===== src/rtl/keypad_scanner.sv =====
// keypad_scanner: scans a 4x4 active-low keypad, debounces and emits one clean key event at a time
module keypad_scanner #(
    parameter int SCAN_DIV        = 1000,
    parameter int DEBOUNCE_CYCLES = 120000
) (
    input  logic       hwclk,
    input  logic       reset_n,
    input  logic [3:0] row,
    output logic [3:0] col,
    output logic [3:0] button,
    output logic       bstate,
    output logic       readInput,
    output logic       keyPulse
);
    localparam int DW = $clog2(SCAN_DIV);
    localparam int CW = $clog2(DEBOUNCE_CYCLES + 1);
    // Nibble i holds the code for row i/4, column i%4
    localparam logic [63:0] CODES = 64'hDF0E_C987_B654_A321;
    typedef enum logic [1:0] {SCAN, PRESS_DB, HELD, RELEASE_DB} state_t;
    state_t        state;
    logic [3:0]    rs1, rs, cand, code;
    logic [DW-1:0] dwell;
    logic [CW-1:0] db, db_next;
    logic [1:0]    ri, ci;
    logic          db_done, dwell_end;
    always_comb begin
        ri        = !cand[0] ? 2'd0 : !cand[1] ? 2'd1 : !cand[2] ? 2'd2 : 2'd3;
        ci        = !col[0] ? 2'd0 : !col[1] ? 2'd1 : !col[2] ? 2'd2 : 2'd3;
        code      = CODES[{ri, ci, 2'b00} +: 4];
        db_next   = (db == CW'(DEBOUNCE_CYCLES)) ? db : db + 1'b1;
        db_done   = db_next == CW'(DEBOUNCE_CYCLES);
        dwell_end = dwell == DW'(SCAN_DIV - 1);
    end
    always_ff @(posedge hwclk or negedge reset_n) begin
        if (!reset_n) begin
            state     <= SCAN;
            rs1       <= 4'hF;
            rs        <= 4'hF;
            cand      <= 4'hF;
            col       <= 4'b1110;
            dwell     <= '0;
            db        <= '0;
            button    <= '0;
            bstate    <= 1'b0;
            readInput <= 1'b0;
            keyPulse  <= 1'b0;
        end else begin
            rs1      <= row;
            rs       <= rs1;
            keyPulse <= 1'b0;
            // readInput trails the falling edge of bstate by one cycle
            if (!bstate) readInput <= 1'b0;
            case (state)
                SCAN: begin
                    if (dwell_end) begin
                        dwell <= '0;
                        if ($onehot(~rs)) begin
                            cand  <= rs;
                            db    <= '0;
                            state <= PRESS_DB;
                        end else col <= {col[2:0], col[3]};
                    end else dwell <= dwell + 1'b1;
                end
                PRESS_DB: begin
                    if (rs == cand) begin
                        db <= db_next;
                        if (db_done) begin
                            button    <= code;
                            bstate    <= 1'b1;
                            readInput <= 1'b1;
                            keyPulse  <= 1'b1;
                            state     <= HELD;
                        end
                    end else begin
                        db    <= '0;
                        state <= SCAN;
                        col   <= {col[2:0], col[3]};
                    end
                end
                HELD: begin
                    if (&rs) begin
                        db    <= '0;
                        state <= RELEASE_DB;
                    end
                end
                RELEASE_DB: begin
                    if (&rs) begin
                        db <= db_next;
                        if (db_done) begin
                            bstate <= 1'b0;
                            state  <= SCAN;
                            col    <= {col[2:0], col[3]};
                        end
                    end else state <= HELD;
                end
                default: state <= SCAN;
            endcase
        end
    end
endmodule


===== config.mk =====
export PLATFORM = sky130hd
export DESIGN_NAME = keypad_scanner
export DESIGN_NICKNAME = d
export VERILOG_FILES = /design/src/rtl/keypad_scanner.sv
export SDC_FILE = /design/constraint.sdc
export NUM_CORES = 1
export LEC_CHECK = 0
export ABC_AREA = 1
export ABC_CLOCK_PERIOD_IN_PS = 7550
export CORE_AREA = 2 2 114 61
export CTS_CLUSTER_SIZE = 14
export DETAILED_ROUTE_END_ITERATION = 10
export DIE_AREA = 0 0 116 63
export GPL_TIMING_DRIVEN = 0
export PLACE_DENSITY = 0.67
export SLEW_MARGIN = 40
export SYNTH_ARGS = -nofsm -noshare
export SYNTH_HDL_FRONTEND = slang
export SYNTH_SLANG_ARGS = --single-unit

===== constraint.sdc =====
create_clock -name hwclk -period 7.55 [get_ports hwclk]
set_clock_uncertainty 0.2 [all_clocks]
set_input_delay 1.1325 -clock hwclk [delete_from_list [all_inputs] [get_ports hwclk]]
set_output_delay 1.1325 -clock hwclk [all_outputs]
set_load 0.01 [all_outputs]

Word level (Yosys, flattened, before mapping)

Cells that the tools add are included.

Register bits: 52
Latch bits: 0
Memory bits (writable): 0
Bits in read-only memories: 0
Input bits: 6
Logic and storage cells: 87
Memories kept: 0

$add $sub $neg: 5
$mul: 0
Divide/modulo/power cells: 0
$lt $le $gt $ge: 0
Equality and inequality tests: 19
Shifts and indexed selects: 1
Muxes and demuxes: 40
Bitwise logic cells: 1
Reductions and logical operators: 10

Operator list:

| cell                                                                         | count |
|---|---|
| 17-bit two-way mux                                                           | 6 |
| 17-bit case mux with 4 select lines                                          | 1 |
| 64-bit by 7-bit variable part select with 4-bit output, first input constant | 1 |
| 17-bit == test, second input constant                                        | 2 |
| 2-bit two-way mux                                                            | 11 |
| 4-bit two-way mux                                                            | 5 |
| 2-bit inequality test, second input constant                                 | 9 |
| 17-bit by 1-bit adder with 17-bit output, second input constant              | 1 |
| 1-bit two-way mux                                                            | 13 |
| 4-bit case mux with 3 select lines                                           | 1 |
| 10-bit by 1-bit adder with 10-bit output, second input constant              | 1 |
| 10-bit == test, second input constant                                        | 1 |
| 10-bit two-way mux                                                           | 1 |
| 5-bit AND reduction                                                          | 2 |
| 2-bit case mux with 4 select lines                                           | 1 |
| 4-bit AND reduction                                                          | 2 |
| 3-bit inequality test, second input constant                                 | 2 |
| 3-bit AND reduction                                                          | 2 |
| 6-bit AND reduction                                                          | 1 |
| 1-bit by 1-bit adder with 2-bit output                                       | 2 |
| 2-bit == test, second input constant                                         | 2 |
| 4-bit == test                                                                | 1 |
| 4-bit inverter                                                               | 1 |
| 2-bit by 2-bit adder with 3-bit output                                       | 1 |
| 6 further kinds                                                              | 6 |

Logic depth before layout (Yosys ltp)

Gate-level depths: netlist (run 1).

Depth in word-level cells: 7
Mapped depth: 16

Worst setup path before layout (run 1)

OpenSTA, ideal clock, no wires.

Path kind: flip-flop to flip-flop
Start: reg rs[1]
End: reg db[10]
Setup time: 0.138 ns
Arrival: 2.492 ns
Required time: 7.212 ns
Setup slack: 4.720 ns
Cell stages (with the launch flop): 13
Path buffers: 1
Clock period less this slack: 2.830 ns
Cell sequence: dfstp_2 > fa_1 > inv_1 > ha_1 > ha_1 > or3b_2 > nand2_1 > nand3_1 > inv_1 > nand2_1 > inv_1 > buf_2 > o22ai_1

Word-level cells in the longest chain between the ends: 6
Elaborated cells on any way between the ends: 12

Ends and longest elaborated chain:

| item                                                         | RTL line | source |
|---|---|---|
| start: declaration                                           | 21       | `logic [3:0] rs1, rs, cand, code;` |
| start signal: assignment                                     | 49       | `rs <= rs1;` |
| 4-bit inverter                                               | 57       | `if ($onehot(~rs)) begin` |
| 1-bit by 1-bit adder with 2-bit output (implied by the code) | 57       |  |
| 2-bit by 2-bit adder with 3-bit output (implied by the code) | 57       |  |
| 3-bit by 1-bit == test with 1-bit output                     | 57       |  |
| 2-bit inequality test (no source line)                       | -        |  |
| 4-bit AND reduction (no source line)                         | -        |  |
| end signal: assignment                                       | 66       | `db <= db_next;` |
| end signal: assignment                                       | 88       | `db <= db_next;` |
| end: declaration                                             | 23       | `logic [CW-1:0] db, db_next;` |

Parallel ways exist; a longest one is shown, timed or not.
A chain may end at the register's enable or synchronous reset.

Worst setup path in the final report (run 1)

Start: reg rs[1]
End: reg db[5]

Same word-level chain as after synthesis.

==> results.toml, run 1 <==
[synth]
synth_edf_count = 0
synth_nets = 405
synth_cell_types = 35
synthFlopType = "dfrtp_1"
syn_avg_cell_area_um2 = 7.838
netlist_instances = 386
ys_warn_count = 0
synth-seq-cells = 52
ys_seq_area_share_pct = 43.63
async_flop_share_pct = 100.0
syn-cell-area_um2 = 3025

[cells_and_area]
fin_nets = 429
area_growth_pct = 14.68
antenna_cells = 0
n_fill_cell = 609
drive_above_1_share_pct = 11.19

[clocking]
root_buffer = "clkbuf_16"
cts_max_level = 2
cts_tree = "done"
cts.clk_slew.worst_paths_ns = 0.07
clk_path_buf_depth = 2
cts_buffers = 5
clkLatencyLatePin_ns = 0.30
post_cts_resized = 0
cts.sinks = 52
post_cts_buffers = 0
cts-hold-fix-buffers = 0

[setup_path]
crit_path_cell_trace = "fa_1 > inv_1 > ha_1 > ha_1 > or3b_2 > nand2_1 > nand3_1 > inv_1 > nand2_1 > inv_1 > buf_2 > o22ai_1"
worstPathArrival_ns = 3.28
cpMostUsedCell = "inv_1"
worst_setup_path_start_kind = "flip-flop"
slowest_delay_ns = 0.58
worstSetupEndpointType = "flip-flop"
worst-setup-path-type = "reg -> reg"
crit_fanout = 10
required_ns = 7.50
cp_slowest_cell = "dfstp_2"

[status]
status = "finished, final reports clean"

[worst_hold_path]
worstHoldPathType = "reg -> reg"

[power]
switching_share_pct = 22.14
seqPwrFrac_pct = 52.5
p_comb_share_pct = 3.0
ir_drop_mv = 0.08785
p_int_uw = 421.7
leakage_uw = 0.001650
switchingPower_uw = 119.9
p_per_area_nw_per_um2 = 156.1
finalPower_uw = 541.6
power.clock.fraction_pct = 44.5

[flow_run]
max_cap_viol_count = 0

[detailed_routing]
vias = 2544
antenna_left = 0
drc = 0
firstDrtPassIters = 6
via_per_inst = 5.058
detail_route.wl_per_cell_um = 13.91
wirelength_mm = 6.995
detail_route.iter0.violations = 225

[die]
core_area_um2 = 6359
core.rowCount = 21
fp.dieH_um = 63
initial_core_util_pct = 47.58
die_x_um = 116
io_pins = 17
die-area_um2 = 7308

[global_routing]
antenna_found_initial = 0
grt_use_total_pct = 21.17
grt_pass1_vias = 2325
grt_pass1_wl_mm = 11.61
gr-total-overflow = 0
grt_start_max_net_pins = 35

[sta]
rsz0062_at_grt = "no"
tns_ns = 0
worstMarginPinSlew_ns = 0.7261
finalCritPeriodShare_pct = 44.00
fin_crit_ns = 3.322
fmax_mhz = 301.1
slew_headroom_pct = 51.27
setup-violations-final = 0
hold_viol = 0
slew_viol_final = 0

[placement]
routabilityCongestion = 0.9707
io_buffer_count = 16
dp_hpwl_mm = 5.309
==> power groups by stage <==
| stage | Combinational (uW) | Clock (uW) | Sequential (uW) |
|---|---|---|---|
| finish | 16.0 | 241 | 284 |
| global route | 18.8 | 255 | 285 |
| CTS | 16.6 | 246 | 284 |
| detailed placement | 16.6 | 0 | 290 |
| global placement | 15.1 | 0 | 289 |
| floorplan | 5.82 | 0 | 289 |
==> kinds of logic (layout without fill, tap and decap cells) <==
group / count (synthesis) / count (layout) / synth area share (%)
AO/OA/AOI/OAI: 55 / 55 / 10.42
buffers and inverters: 65 / 90 / 8.106
XOR/XNOR: 13 / 13 / 4.012
flip-flops: 52 / 52 / 43.63
AND/OR/NAND/NOR: 188 / 188 / 28.20
adder cells (fa/ha/maj): 13 / 13 / 5.624
==> sequential cells by signal, indices dropped and copies added (netlist names) <==
signal and flops:
bstate 1, col 4, state 2, button 4, readInput 1, cand 4, keyPulse 1, rs1 4
db 17, rs 4, dwell 10
==> metrics by stage <==
step / setup slack [ns] / cells / area [um2] / hold slack, ns / utilization, %
after detailed placement: 4.258 / 495 / 3318 / 0.1475 / 52.18
final: 4.228 / 503 / 3470 / 0.1570 / 54.57
after CTS: 4.235 / 503 / 3470 / 0.1577 / 54.57
after global placement: 3.537 / 494 / 3301 / 0.1461 / 51.91
after floorplan: 4.720 / 386 / 3025 / 0.1452 / -
after global routing: 4.054 / 503 / 3470 / 0.1616 / 54.57
==> path summary, 6_finish.rpt <==
| path | startpoint | end | slack (ns) | cells past startpoint |
|---|---|---|---|---|
| worst max register to register | rs[1] | db[5] | 4.23 | 12 |
| max in group asynchronous | reset_n | cand[1] | 6.14 | 2 |
| min in group asynchronous | reset_n | bstate | 0.49 | 1 |
| worst max-delay path | rs[1] | db[5] | 4.23 | 12 |
| worst min register to register | rs1[3] | rs[3] | 0.16 | 0 |
| worst min-delay path | rs1[3] | rs[3] | 0.16 | 0 |
==> layout make-up <==
type,instances,area [um2],area share (%)
Sequential cell,52,1320,38.05
Tap cell,92,115.1,3.318
Timing Repair Buffer,17,177.7,5.121
Clock inverter,2,12.51,0.3606
Buffer,2,8.758,0.2524
Clock buffer,6,138.9,4.003
Inverter,63,236.5,6.816
Multi-Input combinational cell,269,1460,42.08
==> layout by cell type, fill, tap and decap left out, types with 2 or more instances in the layout <==
master and n:
a21oi_1 10, a22o_1 2, a31oi_1 2, clkbuf_16 5, clkdlybuf4s50_1 15, dfrtp_1 37, dfstp_2 15, ha_1 12
inv_1 60, inv_2 3, inv_4 2, nand2_1 92, nand2_2 4, nand3_1 27, nand3_2 2, nand4_1 8
nor2_1 36, nor2_2 2, nor2_4 4, nor3_1 5, nor3b_1 2, o21a_1 3, o21ai_0 16, o21ai_1 6
o22ai_1 14, or2_2 2, xnor2_1 3, xor2_1 9
==> per-layer routing <==
metal / vias to the layer above / global-route usage, % / wire length, um
li1: 1284 / - / -
met1: 1167 / 33.81 / 3592
met2: 86 / 25.15 / 2512
met3: 7 / 8.244 / 796
met4: 0 / 6.696 / 93
met5: - / 0 / 0
==> synthesized netlist by cell type, types with 2 or more instances <==
cell,count,area [um2]
a21oi_1,10,50.05
a22o_1,2,17.52
a31oi_1,2,12.51
dfrtp_1,37,925.9
dfstp_2,15,394.1
ha_1,12,150.1
inv_1,60,225.2
inv_2,3,11.26
nand2_1,92,345.3
nand2_2,4,25.02
nand3_1,27,135.1
nand3_2,2,20.02
nand4_1,8,50.05
nor2_1,36,135.1
nor2_2,2,12.51
nor2_4,4,45.04
nor3_1,5,25.02
nor3b_1,2,15.01
o21a_1,3,22.52
o21ai_0,16,80.08
o21ai_1,6,30.03
o22ai_1,14,87.58
or2_2,2,12.51
xnor2_1,3,26.28
xor2_1,9,78.83
==> worst max-delay path, delay by kind of cell, from the launching register on <==
| family | cells | cell delay, ns |
|---|---|---|
| adders and majority gates | 3 | 0.78 |
| buffers and inverters | 4 | 0.75 |
| and+or+nand+nor | 4 | 0.74 |
| DFF | 1 | 0.58 |
| AOI/OAI and AO/OA | 1 | 0.11 |
Note: power is estimated with default switching activity, not from simulation.
==> run 2: changes to the inputs <==
ABC_CLOCK_PERIOD_IN_PS = 3260   (was 7550)
clock period = 3.26 ns   (was 7.55 ns; I/O delays follow)
==> run 2 against run 1 <==
Net effect:
- routed wire length fell by 0.13%
- register-to-register slack worse by 4.1 ns
- via count is 0.35% higher
- power up 130%
- clock power rose by 130%
- die area unchanged
- utilization rose by 0.26 points
- design area up 0.47%
- count of clock-buffer cells in the layout is the same
- setup slack got worse by 4.1 ns
- largest cell class unchanged
- largest power group unchanged
==> results.toml, run 2 (same netlist as run 1, synthesis figures left out) <==
[status]
status = "finished, final reports clean"

[placement]
pre_cts_ws_ns = -0.03195
io_buffer_count = 16
routabilityCongestion = 0.9707
dp_hpwl_mm = 5.309
placed_area_um2 = 3318

[global_routing]
grt_pass1_wl_mm = 11.65
grtUsageMet2_pct = 25.37
gr-total-overflow = 0
grt_use_total_pct = 21.23
grt.busiest_layer = "met1"
grt_start_max_net_pins = 35
grt_pass1_vias = 2330
antenna_found_initial = 0
grt_use_met1_pct = 33.81
grt_util_met3_pct = 8.244

[die]
die_x_um = 116
fp.dieH_um = 63
core_area_um2 = 6359
die-area_um2 = 7308
io_pins = 17
initial_core_util_pct = 47.58
core.rowCount = 21

[sta]
fin_crit_ns = 3.101
tns_ns = 0
hold_viol = 0
finalCritPeriodShare_pct = 95.12
rsz0062_at_grt = "no"
finalWorstSetupSlack_ns = 0.1590
setup-violations-final = 0
fmax_mhz = 322.5
worstMarginPinSlew_ns = 0.6873
slew_headroom_pct = 53.87
slew_viol_final = 0

[power]
leakage_uw = 0.001652
p_per_area_nw_per_um2 = 360.7
ir_drop_mv = 0.2038

[cells_and_area]
fin_area_um2 = 3486
antenna_cells = 0
drive_above_1_share_pct = 11.41
n_fill_cell = 609
final_common_cell = "nand2_1"
largest_reg_flops = 17
regMostFlops = "db"
fin_nets = 430
top_regs = "db x17, dwell x10"
area_growth_pct = 15.22
final_cell_mix = "nand2_1, inv_1, dfrtp_1"

[setup_path]
r2r_slack_ns = 0.16
worstRegToRegCells = 12
crit_fanout = 10
worstSetupEndpointType = "flip-flop"
worstPathArrival_ns = 3.06
crit_start = "rs[1]"
reg2reg_from = "rs[1]"
required_ns = 3.21
cp-endpoint = "db[14]"
worst-setup-path-type = "reg -> reg"
crit_path_cell_trace = "fa_1 > inv_1 > ha_1 > ha_1 > or3b_2 > nand2_1 > nand3_1 > inv_1 > nand2_1 > inv_2 > buf_6 > o22ai_1"
cp_slowest_cell = "dfstp_2"
timing.rr.end = "db[14]"
slowest_delay_ns = 0.58
worst_setup_path_start_kind = "flip-flop"

[clocking]
cts.sinks = 52
clk_path_buf_depth = 2
root_buffer = "clkbuf_16"
cts_buffers = 5
post_cts_buffers = 0
cts_max_level = 2
cts_tree = "done"
clkLatencyLatePin_ns = 0.30
cts.clk_slew.worst_paths_ns = 0.07

[detailed_routing]
via_per_inst = 5.065
firstDrtPassIters = 5
wirelength_mm = 6.986
vias = 2553
detail_route.iter0.violations = 209
antenna_left = 0
detail_route.wl_per_cell_um = 13.86
drc = 0

[worst_hold_path]
worstHoldPathType = "reg -> reg"
min_path_cells = 0

[flow_run]
max_cap_viol_count = 0
run 2: cell count changes in the layout (fill, tap and decap cells not counted), sizes merged:
cell | previous run | this run
dlygate4sd3 | 0 | 1
run 2: how the worst min path moves through the flow:
stage / end / start / slack [ns]
6_report: rs[3] / rs1[3] / 0.16
5_1_grt: rs[1] / rs1[1] / 0.16
4_1_cts: rs[3] / rs1[3] / 0.16
3_5_place_dp: rs[3] / rs1[3] / 0.15
3_3_place_gp: rs[1] / rs1[1] / 0.15
2_1_floorplan: bstate / reset_n / -0.007
run 2: worst max-delay path: cells and delay by family, from the launching register on:
kind,cells,cell delay (ns)
AOI/OAI and AO/OA,1,0.09
adders and majority gates,3,0.78
buffers and inverters,4,0.54
DFF,1,0.58
and+or+nand+nor,4,0.75
run 2: stage by stage:
step	hold slack [ns]	total power [uW]	std cells	util, %
after global placement	0.1461	705.3	494	51.91
after detailed placement	0.1475	709.2	495	52.18
final	0.1570	1257	504	54.82
after global routing	0.1616	1294	504	54.82
after floorplan	-0.006591	682.9	386	-
after CTS	0.1577	1268	504	54.76
run 2: metal layers:
layer  vias to the layer above  share of wire (%)  wire length (um)
met5                         -                  0                 0
met4                         0                1.3                93
met3                         9                 11               763
met2                        90                 36              2514
met1                      1168                 52              3615
li1                       1286                  -                 -
run 2: layout make-up:
type,instances,area [um2],area share [%]
multi-input cells,269,1460,41.89
repair buffers,18,187.7,5.384
well taps,92,115.1,3.302
clock inverters,2,12.51,0.3589
flip-flops and latches,52,1320,37.87
clock buffers,6,138.9,3.984
plain buffers,2,15.01,0.4307
inverters,63,236.5,6.784
run 2: timing repair:
action / 4_1_cts / 5_1_grt
hold buffers: 1 / 0
endpoints found under the setup margin: 10 / 10
endpoints found under the hold margin: 5 / 0
resized for setup: 1 / 2
run 2: power by group:
part           switching [uW]  total (uW)  internal, uW
Combinational            22.2        38.2          16.0
Clock                     253         561           307
Sequential               4.33         659           654
Total                     280        1260           978
==> run 3: changes to the inputs <==
ABC_AREA = not set   (was 1)
CORE_AREA = 2 2 103 65   (was 2 2 114 61)
DIE_AREA = 0 0 105 67   (was 0 0 116 63)
PLACE_DENSITY = 0.68   (was 0.67)
==> run 3 against run 2 <==
Net effect:
- sequential share of layout area up 0.082 points
- critical path type unchanged
- count of clock-buffer cells in the layout up 1
- final cell count down 17%
- synthesized cell count down 21%
- first-iteration DRC count down 36%
- flip-flop and latch count unchanged
- highest routed layer unchanged
- power down 7.2%
- area after synthesis down 0.91%
- hold slack better by 0.0045 ns
- non-clock buffer count up 10
==> results.toml, run 3 <==
[status]
status = "finished, final reports clean"

[global_routing]
gr-total-overflow = 0
antenna_found_initial = 0
grtUsageMet2_pct = 28.25
grt.busiest_layer = "met1"
grt_use_met1_pct = 28.76
grt_pass1_vias = 2229
grt_pass1_wl_mm = 10.68
grt_start_max_net_pins = 28
grt_util_met3_pct = 4.892
grt_use_total_pct = 19.26

[clocking]
cts_tree = "done"
cts_max_level = 2
clkLatencyLatePin_ns = 0.31
clk_path_buf_depth = 2
cts.sinks = 52
root_buffer = "clkbuf_8"
cts_buffers = 5
cts.clk_slew.worst_paths_ns = 0.10

[die]
core_area_um2 = 6001
die_x_um = 105
io_pins = 17
fp.dieH_um = 67
core.rowCount = 22
initial_core_util_pct = 49.96
die-area_um2 = 7035

[sta]
finalCritPeriodShare_pct = 94.26
fmax_mhz = 325.4
rsz0062_at_grt = "no"
setup-violations-final = 0
hold_viol = 0
slew_viol_final = 0
slew_headroom_pct = 53.93
fin_crit_ns = 3.073
tns_ns = 0
finalWorstSetupSlack_ns = 0.1872
worstMarginPinSlew_ns = 0.6911

[cells_and_area]
largest_reg_flops = 17
top_regs = "db x17, dwell x10"
multiInputGateArea_um2 = 1605
fin_util_pct = 57.97
antenna_cells = 0
fin_nets = 351
n_fill_cell = 541
final_cell_mix = "o21ai_0, dfrtp_1, nand2_1"
fin_cells = 417
final_common_cell = "o21ai_0"
area_growth_pct = 16.03
regMostFlops = "db"
drive_above_1_share_pct = 21.32
seq_area_um2 = 1320

[synth]
synth_mux_area_share_pct = 6.260
synth_nets = 324
yosysTopAreaCell = "dfrtp_1"
ys_seq_area_share_pct = 44.03
syn-cell-area_um2 = 2998
synth-simple-area-share_pct = 20.58
synthFlopType = "dfrtp_1"
syn_avg_cell_area_um2 = 9.829
synth_compound_area_share_pct = 17.65
synth.most_common_cell = "o21ai_0"
synth_area_leaders = "dfrtp_1, dfstp_2, o21ai_0"
synth_xor_area_share_pct = 2.045
yosys.area.top_type_share_pct = 30.88
yosys.area_share.adder_pct = 5.676
synth_cell_types = 57
synth_top_family_by_area = "simple AND/OR/NAND/NOR gates"
async_flop_share_pct = 100.0
synth_edf_count = 0
synth_common_cells = "o21ai_0, dfrtp_1, nand2_1"
ys_warn_count = 0
synth-seq-cells = 52
netlist_instances = 305

[setup_path]
required_ns = 3.26
worst_setup_path_start_kind = "flip-flop"
crit_fanout = 10
worst-setup-path-type = "reg -> reg"
worstSetupEndpointType = "flip-flop"
worstPathArrival_ns = 3.07

[placement]
dp_hpwl_mm = 4.488
place_inst = 406
routabilityCongestion = 0.8676
io_buffer_count = 16
pre_cts_ws_ns = -0.2349

[detailed_routing]
detail_route.wl_per_cell_um = 14.82
via_per_inst = 5.655
wirelength_mm = 6.182
detail_route.iter0.violations = 134
firstDrtPassIters = 4
drc = 0
antenna_left = 0
vias = 2358

[worst_hold_path]
worstHoldPathType = "reg -> reg"

[power]
ir_drop_mv = 0.1694
leakage_uw = 0.001414
p_per_area_nw_per_um2 = 335.4
finalPower_uw = 1167

[flow_run]
max_cap_viol_count = 0
==> run 3: cell types whose count changed after synthesis, moves of 13 or more <==
cell     change
nor2_1      -21
nand3_1     -15
nand2_1     -56
o22ai_1     -13
inv_1       -44
o21ai_0     +23
==> run 3: stage by stage <==
step | cell area (um2) | hold slack [ns]
floorplan | 2998 | -0.006591
global placement | 3263 | 0.1453
detailed placement | 3281 | 0.1481
CTS | 3428 | 0.1639
global route | 3478 | 0.1704
finish | 3478 | 0.1615
==> run 3: where the power goes <==
part | total (uW) | internal (uW) | switching, uW
Combinational | 35.0 | 15.2 | 19.8
Sequential | 659 | 654 | 4.32
Clock | 473 | 248 | 225
==> run 3: critical path, stage by stage, from the launching register on <==
cell and delay [ns]:
dfstp_2 0.60, fa_1 0.42, inv_1 0.06, ha_1 0.13, ha_1 0.23, nor3b_2 0.21
a21oi_1 0.12, o21a_2 0.23, or2_2 0.32, buf_4 0.20, o41ai_1 0.23
==> run 3: area by class of cell <==
type | instances | area share, %
Timing Repair Buffer | 20 | 5.827
Clock buffer | 7 | 3.417
Sequential cell | 52 | 37.95
Clock inverter | 1 | 0.2518
Tap cell | 84 | 3.022
Multi-Input combinational cell | 226 | 46.15
Inverter | 17 | 1.835
Buffer | 10 | 1.547
==> run 3: path summary, 6_finish.rpt <==
path                            cells past startpoint  slack [ns]  startpoint        end
worst min-delay path                                0        0.16      rs1[3]      rs[3]
worst max register to register                     10        0.19       rs[1]     db[10]
worst max-delay path                               10        0.19       rs[1]     db[10]
worst min register to register                      0        0.16      rs1[3]      rs[3]
min in group asynchronous                           2        0.43     reset_n  button[2]
max in group asynchronous                           3        1.91     reset_n     col[2]
==> run 3: routing by layer <==
layer / routed length (um) / part of all wire (%)
met5: 0 / 0
met2: 2471 / 40
met4: 25 / 0.40
met3: 281 / 4.5
met1: 3404 / 55
==> run 3: logic make-up (layout without fill, tap and decap cells) <==
kind of cell               Yosys count  after routing
and+or+nand+nor                    111            111
AOI/OAI and AO/OA                   79             79
DFF                                 52             52
buffers and inverters               27             55
muxes                               16             16
adders and majority gates           13             13
xor gates and xnor gates             7              7
==> run 3: what timing repair did <==
action	in CTS	in global routing
resized for setup	4	8
endpoints found under the setup margin	10	15
endpoints found under the hold margin	18	0
hold buffers	1	0
buffers inserted	0	2
pin swaps	0	1
